`config.mk`:
```
export PLATFORM = sky130hd
export DESIGN_NAME = alu_rr_arbiter
export DESIGN_NICKNAME = d
export VERILOG_FILES = /design/src/rtl/alu_rr_arbiter.sv
export SDC_FILE = /design/constraint.sdc
export NUM_CORES = 1
export LEC_CHECK = 0
export CAP_MARGIN = 20
export CORE_AREA = 2 2 314 316
export CTS_BUF_LIST = sky130_fd_sc_hd__clkbuf_4 sky130_fd_sc_hd__clkbuf_8
export DETAILED_ROUTE_END_ITERATION = 12
export DIE_AREA = 0 0 316 318
export GPL_ROUTABILITY_DRIVEN = 0
export PLACE_DENSITY = 0.41
export SYNTH_ARGS = -nofsm -noshare
export SYNTH_HDL_FRONTEND = slang
export SYNTH_SLANG_ARGS = --single-unit
```
`constraint.sdc`:
```
create_clock -name clk -period 14.75 [get_ports clk]
set_input_delay 4.425 -clock clk [delete_from_list [all_inputs] [get_ports clk]]
set_output_delay 4.425 -clock clk [all_outputs]
set_load 0.01 [all_outputs]
```
`src/rtl/alu_rr_arbiter.sv`:
```
// alu_rr_arbiter: round-robin front end for one shared combinational ALU.
// Picks one valid requester per cycle, drives the ALU operand/control bus
// with that requester's fields, and captures the ALU result, zero flag and
// requester ID into a single registered response stage.
//
// Handshake semantics (both sides are strict valid/ready):
//   - A transfer happens on a rising clk edge when valid & ready are both 1.
//   - valid never depends combinationally on ready; ready may depend on valid.
//   - Requesters hold req_a/req_b/req_op stable while req_valid is high and
//     not yet granted; nothing is latched for a request that is not granted.
//   - Once rsp_valid is high, rsp_id/rsp_result/rsp_zero stay stable until
//     the consumer takes them with rsp_ready.
module alu_rr_arbiter #(
  parameter int N    = 64,
  parameter int NREQ = 4,
  parameter int IDW  = $clog2(NREQ)
) (
  input  logic              clk,
  input  logic              reset,
  input  logic [NREQ-1:0]   req_valid,
  input  logic [NREQ*N-1:0] req_a,
  input  logic [NREQ*N-1:0] req_b,
  input  logic [NREQ*4-1:0] req_op,
  output logic [NREQ-1:0]   req_ready,
  output logic [N-1:0]      alu_a,
  output logic [N-1:0]      alu_b,
  output logic [3:0]        alu_ctl,
  input  logic [N-1:0]      alu_result,
  input  logic              alu_zero,
  output logic              rsp_valid,
  input  logic              rsp_ready,
  output logic [IDW-1:0]    rsp_id,
  output logic [N-1:0]      rsp_result,
  output logic              rsp_zero
);

  // Requester that currently holds highest priority.
  logic [IDW-1:0]  ptr;
  logic [IDW-1:0]  ptr_next;
  logic [IDW-1:0]  winner;
  logic            any_valid;
  logic            can_accept;
  logic            accept;
  logic [NREQ-1:0] grant;

  // Round-robin pick: the valid requester closest to ptr (going upward with
  // wrap) wins. Distance is measured per requester so every index is static.
  always_comb begin
    int off;
    int best;
    off       = 0;
    best      = NREQ;
    winner    = '0;
    any_valid = 1'b0;
    for (int i = 0; i < NREQ; i++) begin
      off = i - int'(ptr);
      if (off < 0) off = off + NREQ;
      if (req_valid[i] && (off < best)) begin
        best      = off;
        winner    = IDW'(i);
        any_valid = 1'b1;
      end
    end
  end

  // The response stage can take a new result when it is empty or is being
  // drained on this same edge; nothing is granted while reset is held.
  always_comb begin
    can_accept = ~rsp_valid | rsp_ready;
    accept     = any_valid & can_accept & ~reset;
  end

  // One-hot grant towards the requesters.
  always_comb begin
    grant = '0;
    for (int i = 0; i < NREQ; i++) begin
      grant[i] = accept && (winner == IDW'(i));
    end
  end

  assign req_ready = grant;

  // Operand/control mux to the ALU; the bus is all zeros when nothing is
  // granted. The op code passes through untouched, even undefined codes.
  always_comb begin
    alu_a   = '0;
    alu_b   = '0;
    alu_ctl = 4'b0000;
    for (int i = 0; i < NREQ; i++) begin
      if (grant[i]) begin
        alu_a   = req_a[i*N +: N];
        alu_b   = req_b[i*N +: N];
        alu_ctl = req_op[i*4 +: 4];
      end
    end
  end

  // Priority moves to the requester just after the winner, wrapping to 0.
  always_comb begin
    ptr_next = (winner == IDW'(NREQ - 1)) ? '0 : winner + IDW'(1);
  end

  // Response stage and priority pointer. A new accept overwrites a result
  // that drains on the same edge, giving one op per cycle throughput.
  always_ff @(posedge clk or posedge reset) begin
    if (reset) begin
      rsp_valid  <= 1'b0;
      rsp_id     <= '0;
      rsp_result <= '0;
      rsp_zero   <= 1'b0;
      ptr        <= '0;
    end else if (accept) begin
      rsp_valid  <= 1'b1;
      rsp_id     <= winner;
      rsp_result <= alu_result;
      rsp_zero   <= alu_zero;
      ptr        <= ptr_next;
    end else if (rsp_ready) begin
      rsp_valid  <= 1'b0;
    end
  end

  // Grant is never more than one requester.
  a_grant_onehot: assert property (@(posedge clk) disable iff (reset)
    $onehot0(req_ready));

  // A stalled response holds its payload until taken.
  a_rsp_stable: assert property (@(posedge clk) disable iff (reset)
    (rsp_valid && !rsp_ready) |=> (rsp_valid && $stable(rsp_id) &&
                                   $stable(rsp_result) && $stable(rsp_zero)));

  // No grant goes out while a response is stalled.
  a_no_grant_on_stall: assert property (@(posedge clk) disable iff (reset)
    (rsp_valid && !rsp_ready) |-> (req_ready == '0));

endmodule

```
==> metrics <==
max cap viols=0; H-Tree Depth=3; Tmin final=14.44 ns; worst endpoint data arrival time=10.02 ns; Synth cell types=37; worst reg2reg path depth=16; unrepaired setup endpoints after global routing=false; synthesized flop and latch total=70; Synth Flop Type=dfrtp_1; worst hold slack=approximately 0.48 ns; drc violations=0; hold path start=rsp_result[26]; total chip power=roughly 0.0022 W; vias in the first global route=12,740; Buf/Inv on CP=6; Max Clock Freq=between 60 and 70 MHz; Root Driver=clkbuf_8; core area=97,400 sq um; CTS max path bufs=2; Slew @ Worst Pin=about 0.94 ns; clk_lat worst skew=0.39 ns; Die W=316 um; HP Class=flop to flop; synthesized area=between 8000 and 9000 sq um; Hold Crit Depth=2; Worst-path clk slew=~0.080 ns; row cnt=115; first-pass GRT wire length=101,000 um; Req. time, crit path=10.32 ns; sequential share of the synthesized area=0.208; instance count on the critical path=18; remaining antenna violation count after routing=0; final setup fails=0; gr usage total=0.140; r2r endpoint=ptr[1]; kind of critical path=primary input to output port; Multi-input gate area=slightly above 6000 sq um; EDFF count, synth=0; Syn Inst Count=around 1,300; Via-to-Cell Ratio=3.80; final core occ=0.187; fraction of layout cells with a size suffix above 1=0.0444; antenna violations before repair=29; most common cell after layout, fill and taps aside=clkdlybuf4s50_1; CP Cell Sequence=clkdlybuf4s50_1 > inv_1 > o31a_1 > ha_1 > o22ai_1 > o21ai_2 > nor2_1 > a21o_1 > ha_1 > o221ai_1 > a221oi_1 > inv_1 > ha_4 > buf_12 > buf_4 > o41ai_1 > a21oi_1 > clkdlybuf4s50_1; area delta synth->final=116%; FF-to-FF Start=ptr[0]; Max VDD drop=108 uV; hold endpoint=rsp_result[26]; crit path max fanout=111; Vias=12,437; CP delay by family, top=compound AO/OA/AOI/OAI gates; commonest cells after routing, fill and taps aside=clkdlybuf4s50_1 (798), nand2_1 (336), and2_1 (134), nand3b_1 (132), o41ai_1 (132); # IOs=804; syn_area_per_cell=6.64 sq um; filler cell count in the final layout=11,034; drt first pass iters=5; TritonCTS Buffers=9; syn_nets=1,872; I/O Buffers=803; global route total overflow=0; CP Capture Type=output port; fin crit share=0.979; final wirelength=74,300 um; drt first-iter violations=between 600 and 700; Critical Path Max Stage Delay=roughly 0.6 ns; initial core utilization=0.0865; post-DP HPWL=59,400 um; largest net degree at the start of global routing=133; Worst R2R Setup Slack=10.98 ns; Die Ht=318 um; Setup Skew=~0.0094 ns; CP startpoint kind=primary input; Reg area=1750 sq um; Wirelength per Cell=approximately 23 um; status=completed; Leak=roughly 6.3 nW; synth warn=0; Slew Limit Fails=0; CP max stage cell=clkdlybuf4s50_1; clk sinks=70; CTS tree=built; Rel. slew slack=0.373; Async SR Flop Fraction=1.00; Die Area=100,000 sq um; nets=about 2,600; pwr/cell area=124 nW/um^2; Setup TNS=0 ns; Final Hold Vio Count=0
==> flip-flops by register name, indices dropped and copies added, names as in the netlist <==
register and flops:
ptr 2, rsp_id 2, rsp_result 64, rsp_valid 1, rsp_zero 1
==> how the worst max path moves through the flow <==
stage                      to  slack (ns)         start
floorplan           alu_b[49]        2.40  req_valid[0]
global placement    alu_a[32]        0.22  req_valid[1]
detailed placement  alu_a[32]        0.20  req_valid[1]
CTS                 alu_a[32]        0.18  req_valid[1]
global route        alu_a[32]        0.12  req_valid[0]
finish              alu_a[32]        0.31  req_valid[1]
==> report_power, final <==
group / internal [W] / switching [W]
Clock: 0.0000821 / 0.0000869
Sequential: 0.000223 / 0.0000222
Combinational: 0.000783 / 0.00105
==> layout make-up <==
class,count,share of cell area
Clock inverter,5,0.00331
Antenna cell,6,0.000826
Inverter,6,0.00138
Tap cell,1287,0.0886
Timing Repair Buffer,846,0.470
Sequential cell,70,0.0964
Clock buffer,10,0.00758
Multi-Input combinational cell,1045,0.332
==> stage by stage <==
step	std cells	worst slack, ns	area [sq um]
floorplan	1268	2.40	8420
global placement	3254	0.219	18000
detailed placement	3254	0.203	18000
CTS	3269	0.184	18100
global route	3273	0.117	18200
finish	3275	0.307	18200
==> synth_stat cells, types with 2 or more instances <==
cell,count,share of area
o21ai_1,17,0.010
nor2b_1,2,0.0015
nand2_1,336,0.15
o41ai_1,132,0.14
buf_1,13,0.0058
nand2b_1,6,0.0045
a21oi_2,14,0.015
nand3b_1,132,0.12
clkbuf_1,83,0.037
and2_1,134,0.10
a21oi_1,120,0.071
a221oi_1,2,0.0021
o21ai_0,120,0.071
inv_1,6,0.0027
o21a_1,3,0.0027
nor3_1,2,0.0012
ha_1,4,0.0059
dfrtp_1,70,0.21
a21o_1,2,0.0018
buf_4,2,0.0018
nor2_1,6,0.0027
buf_6,12,0.016
buf_2,36,0.021
==> kinds of logic (layout without fill, tap and decap cells) <==
group                    count (synthesis)  count (layout)  synth area share
adder cells (fa/ha/maj)                  4               4           0.00594
AND/OR/NAND/NOR                        624             624             0.382
other                                    0               6                 0
AO/OA/AOI/OAI                          417             417             0.319
buffers and inverters                  153             867            0.0853
flip-flops                              70              70             0.208
==> worst min-delay path, cell delays in order (launching register included) <==
cell	delay, ns
dfrtp_1	0.35
nand2_1	0.05
nand2_1	0.05
==> routing by layer <==
layer  up-vias  track usage  wire length, um
met3        74       0.0488             7200
met4        18       0.0339             1590
met5         -            0               99
met2       575        0.238            35200
met1      5819        0.167            30200
li1       5951            -                -
==> repair_timing <==
action	CTS	global route
hold buffers	0	0
endpoints found under the setup margin	0	2
buffers inserted	0	0
gates resized for setup	0	1
hold endpoints to repair	0	0
Power figures use the tool's default switching activity.
